File: config.mk
export PLATFORM = sky130hd
export DESIGN_NAME = mem_port_arbiter
export DESIGN_NICKNAME = d
export VERILOG_FILES = /design/src/rtl/mips_mem_pkg.sv /design/src/rtl/mem_wait_counter.sv /design/src/rtl/mem_port_arbiter.sv
export SDC_FILE = /design/constraint.sdc
export NUM_CORES = 1
export LEC_CHECK = 0
export ABC_AREA = 1
export BUFFER_PORTS_ARGS = -buffer_cell sky130_fd_sc_hd__buf_4
export CAP_MARGIN = 20
export CORE_AREA = 2 2 103 105
export CTS_CLUSTER_DIAMETER = 150
export DETAILED_ROUTE_END_ITERATION = 16
export DIE_AREA = 0 0 105 107
export HOLD_SLACK_MARGIN = 0.03
export PLACE_DENSITY = 0.72
export SLEW_MARGIN = 15
export SYNTH_ARGS = -nofsm -noshare
export SYNTH_HDL_FRONTEND = slang
export SYNTH_SLANG_ARGS = --single-unit
export TNS_END_PERCENT = 20
File: constraint.sdc
create_clock -name CLK -period 1.37 [get_ports CLK]
set_input_delay 0 -clock CLK [delete_from_list [all_inputs] [get_ports CLK]]
set_output_delay 0 -clock CLK [all_outputs]
set_load 0.005 [all_outputs]
File: src/rtl/mips_mem_pkg.sv
// Shared definitions for the unified-RAM arbiter and the RAM model.
package mips_mem_pkg;

  typedef enum logic [1:0] {IDLE, WAIT, DONE} arb_state_e;
  typedef enum logic {GNT_I, GNT_D} grant_e;

  localparam int MEM_LAT_DEF = 2;

endpackage

File: src/rtl/mem_wait_counter.sv
// Loadable down-counter with a zero flag; counts RAM wait states.
module mem_wait_counter #(
  parameter int CNT_W = 1
) (
  input  logic             clk_i,
  input  logic             rst_i,
  input  logic             load_i,
  input  logic [CNT_W-1:0] load_val_i,
  input  logic             dec_i,
  output logic             zero_o
);

  logic [CNT_W-1:0] cnt_q, cnt_d;

  always_comb begin
    cnt_d = cnt_q;
    if (load_i) begin
      cnt_d = load_val_i;
    end else if (dec_i && (cnt_q != '0)) begin
      cnt_d = cnt_q - 1'b1;
    end
  end

  always_ff @(posedge clk_i) begin
    if (rst_i) begin
      cnt_q <= '0;
    end else begin
      cnt_q <= cnt_d;
    end
  end

  assign zero_o = (cnt_q == '0);

endmodule

File: src/rtl/mem_port_arbiter.sv
// Shares the single-ported unified RAM between instruction fetch and load/store,
// one fixed-latency access at a time, and generates the pipeline stalls.
module mem_port_arbiter
  import mips_mem_pkg::*;
#(
  parameter int ADDR_W  = 32,
  parameter int DATA_W  = 32,
  parameter int MEM_LAT = MEM_LAT_DEF
) (
  input  logic              CLK,
  input  logic              RST,
  input  logic              if_req,
  input  logic [ADDR_W-1:0] if_addr,
  output logic [DATA_W-1:0] if_rdata,
  output logic              if_ready,
  input  logic              mem_read,
  input  logic              mem_write,
  input  logic [ADDR_W-1:0] mem_addr,
  input  logic [DATA_W-1:0] mem_wdata,
  output logic [DATA_W-1:0] mem_rdata,
  output logic              mem_ready,
  output logic              stall_if,
  output logic              stall_pipe,
  output logic              ram_en,
  output logic              ram_we,
  output logic [ADDR_W-1:0] ram_addr,
  output logic [DATA_W-1:0] ram_wdata,
  input  logic [DATA_W-1:0] ram_rdata
);

  localparam int CNT_W = (MEM_LAT > 1) ? $clog2(MEM_LAT) : 1;
  localparam logic [CNT_W-1:0] LOAD_VAL = CNT_W'(MEM_LAT - 1);

  arb_state_e        state_q, state_d;
  grant_e            last_grant_q, last_grant_d;
  logic              wr_q;
  logic              if_ready_q, mem_ready_q;
  logic [DATA_W-1:0] if_rdata_q, mem_rdata_q;
  logic              d_pend, sel_data, issue, cnt_zero, finish;

  // IF only wins a tie when data had the previous grant.
  assign d_pend   = mem_read | mem_write;
  assign sel_data = d_pend & ~(if_req & (last_grant_q == GNT_D));
  assign issue    = (state_q == IDLE) & (if_req | d_pend) & ~RST;
  assign finish   = (state_q == WAIT) & cnt_zero;

  assign ram_en    = issue;
  assign ram_we    = issue & sel_data & mem_write;
  assign ram_addr  = sel_data ? mem_addr : if_addr;
  assign ram_wdata = sel_data ? mem_wdata : '0;

  mem_wait_counter #(
    .CNT_W(CNT_W)
  ) u_wait_cnt (
    .clk_i     (CLK),
    .rst_i     (RST),
    .load_i    (issue),
    .load_val_i(LOAD_VAL),
    .dec_i     (state_q == WAIT),
    .zero_o    (cnt_zero)
  );

  always_comb begin
    state_d      = state_q;
    last_grant_d = last_grant_q;
    unique case (state_q)
      IDLE: begin
        if (issue) begin
          state_d      = WAIT;
          last_grant_d = sel_data ? GNT_D : GNT_I;
        end
      end
      WAIT:    if (cnt_zero) state_d = DONE;
      DONE:    state_d = IDLE;
      default: state_d = IDLE;
    endcase
  end

  always_ff @(posedge CLK) begin
    if (RST) begin
      state_q      <= IDLE;
      last_grant_q <= GNT_I;
      wr_q         <= 1'b0;
      if_ready_q   <= 1'b0;
      mem_ready_q  <= 1'b0;
      if_rdata_q   <= '0;
      mem_rdata_q  <= '0;
    end else begin
      state_q      <= state_d;
      last_grant_q <= last_grant_d;
      if (issue) begin
        wr_q <= sel_data & mem_write;
      end
      if_ready_q  <= finish & (last_grant_q == GNT_I);
      mem_ready_q <= finish & (last_grant_q == GNT_D);
      // Capture on the last wait cycle; stores leave the read register alone.
      if (finish && !wr_q) begin
        if (last_grant_q == GNT_I) begin
          if_rdata_q <= ram_rdata;
        end else begin
          mem_rdata_q <= ram_rdata;
        end
      end
    end
  end

  assign if_rdata   = if_rdata_q;
  assign if_ready   = if_ready_q;
  assign mem_rdata  = mem_rdata_q;
  assign mem_ready  = mem_ready_q;
  assign stall_if   = if_req & ~if_ready_q;
  assign stall_pipe = d_pend & ~mem_ready_q;

endmodule
# [Yosys cells after proc, flatten, opt, wreduce, memory -nomap -nowiden]
# Cells that the tools add are included.
[op_classes] n_mux=8 n_div=0 add_sub_neg=1 n_mul=0 shifts=0 n_eq_ne=3 n_reduce_logical=9 bitwise=20 order_cmp=0
[op_table] operator="$mux W32" n=2
[op_table] operator="$and A1 B1 Y1" n=12
[op_table] operator="$reduce_and A2 Y1" n=4
[op_table] operator="$not A1 Y1" n=6
[op_table] operator="$mux W2" n=2
[op_table] operator="$ne A2 B2 Y1 const B" n=2
[op_table] operator="$pmux W2 S2" n=1
[op_table] operator="$mux W1" n=3
[op_table] operator="$eq A2 B1 Y1 const B" n=1
[op_table] operator="$logic_and A1 B1 Y1" n=2
[op_table] operator="$logic_not A2 Y1" n=1
[op_table] operator="$or A1 B1 Y1" n=2
[op_table] operator="$reduce_bool A2 Y1" n=1
[op_table] operator="$logic_not A1 Y1" n=1
[op_table] operator="$sub A1 B1 Y1 const B" n=1
[totals] input_bits=133 rom_bits=0 ramBits=0 latchBits=0 out_inout_bits=134 ff_bits=71 memories=0 elab_cells=49

# [Logic depth before layout (Yosys ltp)]
# Gate-level depths: netlist of run 1.
[depth] word_depth=6 mapped_depth=7 depth_no_buf=6

# [Cells and area by module]
# A second synthesis of run 1 with hierarchy kept.
[hier_totals] cells_unflattened=621 area_unflattened_um2=3623.5
[modules_own_cells] module="mem_port_arbiter" cells_each=612 seq_area_each_um2=1401.3 instances=1 area_each_um2=3572.2
[modules_own_cells] module="mem_wait_counter" cells_each=9 seq_area_each_um2=20.0 instances=1 area_each_um2=51.3

# [Worst setup path after synthesis of run 1]
# OpenSTA, ideal clock, no wires.
[synth_timing] path_type="reg2reg" start="reg state_q[0]" end="reg mem_rdata_q[0] (netlist: mem_rdata[0])" n_path_buf=1 stages_incl_launch_ff=7 synth_period_minus_slack_ps=1118 setup_time_ps=113 arrival_ps=1004 setup_slack_ps=252 t_required_ps=1257 path_cell_list="dfxtp_1 inv_2 nor2_4 nand4_4 clkbuf_1 nor2_1 nor2_1"
[synth_via] elab_chain_len=4
[synth_rtl] item="start: declaration" line_no="mem_port_arbiter.sv:34" source="arb_state_e state_q, state_d;"
[synth_rtl] item="start signal: assignment" line_no="mem_port_arbiter.sv:89" source="state_q <= state_d;"
[synth_rtl] item="$eq A2 B1 Y1" line_no="mem_port_arbiter.sv:45" source="assign finish = (state_q == WAIT) & cnt_zero;"
[synth_rtl] item="$and A1 B1 Y1" line_no="mem_port_arbiter.sv:45"
[synth_rtl] item="$logic_and A1 B1 Y1" line_no="mem_port_arbiter.sv:97" source="if (finish && !wr_q) begin"
[synth_rtl] item="$reduce_and A2 Y1 (no line)"
[synth_rtl] item="end signal: assignment" line_no="mem_port_arbiter.sv:101" source="mem_rdata_q <= ram_rdata;"
[synth_rtl] item="end: declaration" line_no="mem_port_arbiter.sv:38" source="logic [DATA_W-1:0] if_rdata_q, mem_rdata_q;"
# Every way passes these cells.
# A chain may end at the register's enable or synchronous reset.

# [Worst setup path in the final report of run 1]
[layout_timing] start="reg last_grant_q" end="out ram_addr[0]"
[layout_via] elab_chain_len=4
[layout_rtl] item="start: declaration" line_no="mem_port_arbiter.sv:35" source="grant_e last_grant_q, last_grant_d;"
[layout_rtl] item="start signal: assignment" line_no="mem_port_arbiter.sv:90" source="last_grant_q <= last_grant_d;"
[layout_rtl] item="$and A1 B1 Y1" line_no="mem_port_arbiter.sv:43" source="assign sel_data = d_pend & ~(if_req & (last_grant_q == GNT_D));"
[layout_rtl] item="$not A1 Y1" line_no="mem_port_arbiter.sv:43"
[layout_rtl] item="$and A1 B1 Y1" line_no="mem_port_arbiter.sv:43"
[layout_rtl] item="$mux W32" line_no="mem_port_arbiter.sv:49" source="assign ram_addr = sel_data ? mem_addr : if_addr;"
[layout_rtl] item="end: declaration" line_no="mem_port_arbiter.sv:26" source="output logic [ADDR_W-1:0] ram_addr,"
# Every way passes these cells.

==> results summary, run 1 <==
The flow ran to the end, but the final reports show violations. The final reports fail on negative setup slack. The number of search-and-repair iterations in the first detailed-routing pass is 4.

The number of synthesized register bits is 71. The placed instance count is 996. The die covers 11,200 sq um. The first-pass GRT wire length is 19,000 microns.

The mean routed wirelength per cell came out at 11.8 microns. The weighted congestion at the end of routability-driven global placement came out at 0.909. The I/O pin total came out at 267. The length of routed wiring on met1 came out at 5690 microns. The violation count after the first detailed-routing iteration is 160. Setup repair after global routing could not meet its margin everywhere. The min-delay analysis places its worst path in the category input pin to flop. The design area came out at 6530 sq um. The post-synthesis net count is 744.

Across the run, the number of max-cap violations was 0. Wires add up to 12,400 microns. The fraction of registers with async set/reset is 0%. In this design, the critical path's most frequently occurring cell is buf_12. The number of cell instances on the worst register-to-register path is 6. The number of clock buffers inserted by TritonCTS is 9. In this run the number of H-tree levels came out at 3.

The number of vias per cell after detailed routing is 4.08. On the critical path, the stage with the largest delay is an instance of dfxtp_2. Global routing consumed, over all layers together, 21.2% of the routing resources. The antenna diode instance count came out at 0.

Synthesis handed over a netlist of 611 instances. The final period demand of the worst path came out at 1.42 ns. Summing all flip-flop and latch instances after layout gives 1420 sq um. The required time of the critical path is 1.37 ns. The layout filler cell count is 929.

Once routing completed, OpenROAD measured the worst setup slack at -0.0462 ns. Summed over all nets, wire length on met2 after detailed routing comes to 5930 microns. The initial utilization of the core area, before any placement, comes to 35.8%. The vertical die dimension came out at 107 microns.

The reported leakage power came out at 3.81 nW. The worst setup path is captured at an output pin. The via count of the first global-routing pass came out at 3,898. The multi-input logic area came out at 1600 sq um.

The count of yosys warnings during synthesis is 0. The largest buffer count on any clock path is 2. The final non-filler cell total is 1,050.

The core box area came out at 10,100 sq um. The growth of design area from synthesis to finish came out at 80.7%. The areal power density over the cells came out at 1050 nW/um^2. The critical path in this run is classified as flop to output pin. The library cell used as clock root buffer is clkbuf_8. The post-route DRC violation count came out at 0. Among all flip-flop cells after synthesis, the most frequent one is dfxtp_1. Summing the sequential cell areas from Yosys gives 39.3% of the chip area. The number of instances on the worst hold path is 5. Grouping stages by cell kind, the critical path spends the most delay in buffers and inverters. The maximum number of pins on one net before global-route repair came out at 51. After floorplanning, the core was divided into 37 placement rows. The net count of the finished layout came out at 1,043. In the final layout, the share of cells above drive strength 1 is 35.7%.

The number of enable-type register cells in the synthesized netlist is 0. The synthesized area per cell came out at 5.91 sq um. The worst-path maximum fanout came out at 16. The count of buffering cells on the critical path with inverters included is 4. The clock-pin slew on the worst setup and hold paths came out at 0.07 ns.

The placed wire-length estimate came out at 8900 microns. The cell area that synthesis handed to floorplanning was 3610 sq um. The worst setup path is launched from a flop. The maximum frequency from static timing analysis is 0.706 GHz. The actual transition at the worst max-transition pin is 0.372 ns. The critical path data arrival time is 1.42 ns. The critical path runs through a total of 7 cells. The number of distinct library cell variants in the gate-level netlist after synthesis is 19. The initial antenna violation count was 0.

The CTS tree is yes. The number of sinks driven by the clock tree is 71. The signal on the critical path passes through inv_2 -> o22ai_4 -> buf_12 -> buf_12 -> nand2_1 -> o21ai_1 -> buf_4. The count of antenna-violating nets left after detailed routing is 0.

The worst ir drop on vdd is 544 uV. The number of I/O port buffers came out at 266. The final critical path takes up 103% of the cycle. The clock insertion delay at the later pin of the skew report came out at 0.34 ns. The worst setup skew after layout came out at 0.00944 ns.

The sum of overflow across all layers after global routing came out at 0. The floorplan step set the die width to 105 microns. The vias after detailed routing is 4,286.

The max-slew violation count is 0. The placed instances occupy a cell area of 5760 sq um. The highest metal layer carrying signal wires in the routed design is met4. The final number of setup-violating endpoints is 35.

The final number of hold-violating endpoints came out at 0. The detailed route wirelength on metal3 is 731 microns. The total power came out at 6.88 mW. The worst stage delay on the critical path is 0.33 ns.

The worst slew margin relative to its limit came out at 75.2%.
## cells by family (layout without fill, tap and decap cells)
logic type | Yosys count | count (layout) | synth area share, %
compound gates | 38 | 38 | 5.82
flops | 71 | 71 | 39.3
buf+inv | 165 | 468 | 18.5
simple gates | 337 | 337 | 36.4
## report_power, final
part           switching (mW)  total [mW]  leakage, nW  internal [mW]
combinational            1.18        2.55         3.12           1.37
sequential              0.138        2.47        0.579           2.33
clock                   0.789        1.86        0.109           1.07
total                    2.10        6.88         3.81           4.78
## flip-flops by register name, indices dropped and copies added, names as in the netlist
name / flops
if_rdata: 32
if_ready: 1
last_grant_q: 1
mem_rdata: 32
mem_ready: 1
state_q: 2
u_wait_cnt.cnt_q: 1
wr_q: 1
## final timing paths
| check | endpoint | slack [ns] | from |
|---|---|---|---|
| max reg2reg | mem_rdata[26] | 0.14 | state_q[0] |
| min | state_q[0] | 0.11 | mem_read |
| min reg2reg | wr_q | 0.47 | wr_q |
| max | ram_addr[0] | -0.05 | last_grant_q |
## routing by layer
| layer | global-route usage, % | up-vias |
|---|---|---|
| li1 | - | 2331 |
| met1 | 27.0 | 1814 |
| met2 | 35.8 | 137 |
| met3 | 6.08 | 4 |
| met4 | 4.00 | 0 |
| met5 | 0 | - |
## tightest hold or removal path, cell delays in order
cell and delay [ns]:
buf_4 0.10, nor2_1 0.05, nand2_1 0.09, nand2_2 0.10
o31ai_1 0.07
## cells in the mapped netlist, types with 2 or more instances
cell type	instances	area, sq um
nand2_1	165	619
o21ai_0	34	170
inv_1	134	503
buf_6	3	33.8
inv_2	2	7.51
buf_1	2	7.51
nand4_4	2	42.5
clkbuf_1	6	22.5
nor3_1	3	15.0
dfxtp_1	71	1420
nand3_1	2	10.0
nor2_1	164	616
buf_2	17	85.1
## layout make-up
cell class / count / share of cell area (%)
tap: 136 / 2.61
clock inverter: 5 / 1.25
inverter: 136 / 7.82
sequential: 71 / 21.8
multi-input combinational: 375 / 24.4
timing repair buffer: 317 / 40.0
clock buffer: 10 / 2.11
## metrics by stage
stage	setup WS (ns)	utilization (%)	setup TNS [ns]	hold WS [ns]
after global routing	-0.129	64.7	-4.91	0.150
after floorplan	0.252	-	0	0.0691
after detailed placement	0.131	57.1	0	0.225
final	-0.0462	64.7	-0.518	0.113
after CTS	-0.0985	64.3	-3.32	0.116
after global placement	0.147	57.1	0	0.222
## layout by cell type (no fill, tap or decap), types with 4 or more instances in the layout
cell	count
nand2_1	162
buf_4	271
o21ai_0	6
nor2_1	153
inv_1	133
clkbuf_8	10
dlygate4sd3_1	34
dfxtp_1	70
nor2_2	10
buf_12	8
o21ai_2	4
o21ai_1	23
## repair_timing
item / in CTS / in global routing
endpoints found under the hold margin: 68 / 0
endpoints found under the setup margin: 62 / 64
hold buffers: 34 / 0
pin swaps: 3 / 0
resized for setup: 34 / 28
setup buffers: 3 / 0
gates cloned: 2 / 1
Power figures use the tool's default switching activity.
==> run 2, diff against run 1 <==
--- a/config.mk
+++ b/config.mk
@@ -7,13 +7,14 @@
 export LEC_CHECK = 0
 export ABC_AREA = 1
 export BUFFER_PORTS_ARGS = -buffer_cell sky130_fd_sc_hd__buf_4
-export CAP_MARGIN = 20
+export CAP_MARGIN = 10
 export CORE_AREA = 2 2 103 105
 export CTS_CLUSTER_DIAMETER = 150
 export DETAILED_ROUTE_END_ITERATION = 16
 export DIE_AREA = 0 0 105 107
 export HOLD_SLACK_MARGIN = 0.03
 export PLACE_DENSITY = 0.72
+export RECOVER_POWER = 25
 export SLEW_MARGIN = 15
 export SYNTH_ARGS = -nofsm -noshare
 export SYNTH_HDL_FRONTEND = slang
==> constraint.sdc (replaced) <==
create_clock -name CLK -period 1.81 [get_ports CLK]
set_input_delay 0 -clock CLK [delete_from_list [all_inputs] [get_ports CLK]]
set_output_delay 0 -clock CLK [all_outputs]
set_load 0.005 [all_outputs]
==> results summary, run 2 (same netlist as run 1, synthesis figures left out) <==
The count of antenna-violating nets left after detailed routing came out at 0 (unchanged). The vertical die dimension came out at 107 microns (unchanged). The clock-pin slew on the worst setup and hold paths is 0.07 ns (about the same). The I/O pin total was 267 (unchanged). The classification of the worst setup path is flop to output pin. The detailed route wirelength on metal3 is 1040 microns (+42%). The wire length on met2 came out at 5760 microns (-2.9%). The final sum of negative setup slack came to 0 ns (+0.518 ns). The design area came out at 6320 sq um (-3.2%). The placed wire-length estimate came out at 9040 microns (+1.6%). The net count of the finished layout is 1,035 (-0.77%). The die area is 11,200 sq um (unchanged). The starting density of the core was 35.8% (unchanged). The mean routed wirelength per cell is 11.8 microns (-0.14%).

Walking the worst path, the cells encountered are inv_2 -> o22ai_4 -> buf_12 -> nand2_1 -> o21ai_0 -> buf_4. The worst slew margin relative to its limit came out at 71.7% (-3.5 points). The final period demand of the worst path is 1.62 ns. The run finished with clean final reports. The number of search-and-repair iterations in the first detailed-routing pass came out at 5 (+1). The sum of overflow across all layers after global routing is 0 (unchanged). The share of total power in sequential cells is 35.4% (-0.5 points).

The count of maximum capacitance violations is 0 (unchanged). The number of clock buffers inserted by TritonCTS is 9 (unchanged). Routed signal wires occupy layers up through met4.

The final number of hold-violating endpoints is 0 (unchanged). The net switching fraction of the power was 29.3% (-1.3 points). Among all stages on the critical path, the largest delay is contributed by dfxtp_2. The first-pass GRT wire length came out at 19,400 microns (+2.0%).

The maximum frequency from static timing analysis is 0.616 GHz. The CTS tree is yes. The reported leakage power is 3.68 nW (-3.3%). The switching power summed over all nets came to 1.55 mW (-26%). The count of buffering cells on the critical path with inverters included came to 3 (-1). The combinational fraction of design power came out at 32.7% (-4.4 points). The part of the cycle the worst path needs is 89.6%. The number of sinks driven by the clock tree is 71 (unchanged). The actual transition at the worst max-transition pin came out at 0.424 ns (+0.0515 ns). The endpoint type of the worst setup path is an output pin. The buffers inserted during post-CTS setup optimization is 0 (-3). The die outline width is 105 microns (unchanged).

The placed cell area came to 5720 sq um (-0.74%). The worst ir drop on vdd is 412 uV (-24%). The vias after detailed routing came out at 4,281 (-0.12%).

The total global-route track usage is 21.4% (+0.26 points). The post-route DRC violation count is 0 (unchanged). The final number of setup-violating endpoints is 0 (-100%). The violation count after the first detailed-routing iteration is 213 (+33%). The clock insertion delay at the later pin of the skew report came to 0.35 ns (about the same). The clock network power share came out at 31.9% (+4.9 points). The areal power density over the cells was 841 nW/um^2 (-20%). The layout cell share with drive strength beyond 1 came to 31.7% (-4.0 points). The total routed wirelength is 12,300 microns (-0.81%).

The maximum number of pins on one net before global-route repair came out at 82 (+61%). The critical path data arrival time came to 1.62 ns (+0.20 ns). The worst stage delay on the critical path is 0.40 ns (+0.07 ns). The level count of the clock H-tree is 3 (unchanged). The largest buffer count on any clock path is 2 (unchanged).

The type of the most critical hold path is input pin to flop. The weighted congestion at the end of routability-driven global placement is 0.844 (-7.1%). The core box area came to 10,100 sq um (unchanged). The leading cell type in the layout, fill and taps excluded is buf_4.

The length of routed wiring on met1 was 5270 microns (-7.5%). The via count of the first global-routing pass came to 4,053 (+4.0%). The top cell types in the final layout, fill and taps aside, are 219 x buf_4, 165 x nand2_1, 164 x nor2_1.

The worst setup path is launched from a flop. The number of standard-cell rows in the floorplan came to 37 (unchanged). The library cell used as clock root buffer is clkbuf_8. Setup repair after global routing left no endpoint under its margin. The growth of design area from synthesis to finish is 74.9%. The required time of the critical path came out at 1.81 ns (+0.44 ns). The max-slew violation count was 0 (unchanged). The number of vias per cell after detailed routing was 4.10 (+0.55%). The worst setup skew after layout is 0.00800 ns (-0.00143 ns).

The cell family contributing the most delay on the critical path is buffers and inverters. The initial antenna violation count is 1 (+1). The cell internal power dissipation is 3.76 mW (-21%).

The number of I/O port buffers was 266 (unchanged). The worst-path maximum fanout is 41 (+25).
run 2: cell types whose count changed in the layout (fill, tap and decap cells not counted), moves of 4 or more:
cell,change
clkbuf_1,+11
buf_12,-5
clkbuf_4,+40
nor2_2,-10
buf_4,-52
nor2_1,+11
o21ai_1,-23
o21ai_2,-4
o21ai_0,+28
run 2: area by class of cell:
| class | count | area [sq um] |
|---|---|---|
| multi-input cells | 375 | 1520 |
| clock buffers | 10 | 138 |
| clock inverters | 5 | 129 |
| flip-flops and latches | 71 | 1420 |
| inverters | 136 | 510 |
| well taps | 136 | 170 |
| diodes | 1 | 2.50 |
| fillers | 971 | 3770 |
| repair buffers | 309 | 2420 |
run 2: power by group through the flow:
stage	logic (mW)	registers [mW]	clock network, mW
6_report	1.74	1.88	1.70
5_1_grt	1.96	1.91	1.80
4_1_cts	1.76	1.88	1.72
3_5_place_dp	1.69	1.92	0
3_3_place_gp	1.68	1.91	0
2_1_floorplan	0.756	1.92	0
run 2: path summary, 6_finish.rpt:
check | from | end | slack [ns] | depth (start not counted)
setup / recovery | last_grant_q | ram_addr[11] | 0.19 | 6
hold / removal | mem_read | state_q[0] | 0.16 | 5
setup reg to reg | state_q[1] | wr_q | 0.19 | 5
hold reg to reg | u_wait_cnt.cnt_q | state_q[0] | 0.50 | 2
run 2: tightest hold or removal path, cell delays in order:
cell and delay, ns:
buf_4 0.10, nor2_1 0.05, nand2_1 0.07, nand2_1 0.14
o31ai_1 0.10
run 2: timing repair:
item,CTS,global route
setup endpoints to repair,0,27
endpoints found under the hold margin,68,0
gates resized for setup,0,2
hold buffers,34,0
run 2: per-stage QoR:
step	hold slack (ns)	utilization [%]	cells	power [mW]	worst slack, ns
floorplan	0.0691	-	611	2.68	0.692
global placement	0.224	56.7	992	3.59	0.361
detailed placement	0.225	56.7	992	3.61	0.322
CTS	0.136	62.7	1041	5.37	0.0471
global route	0.201	62.6	1043	5.66	0.0637
finish	0.155	62.6	1043	5.31	0.187
run 2: per-layer routing:
layer,global-route usage [%],vias up
met3,9.67,23
met1,25.0,1798
met2,34.7,149
li1,-,2311
met4,7.62,0
met5,0,-
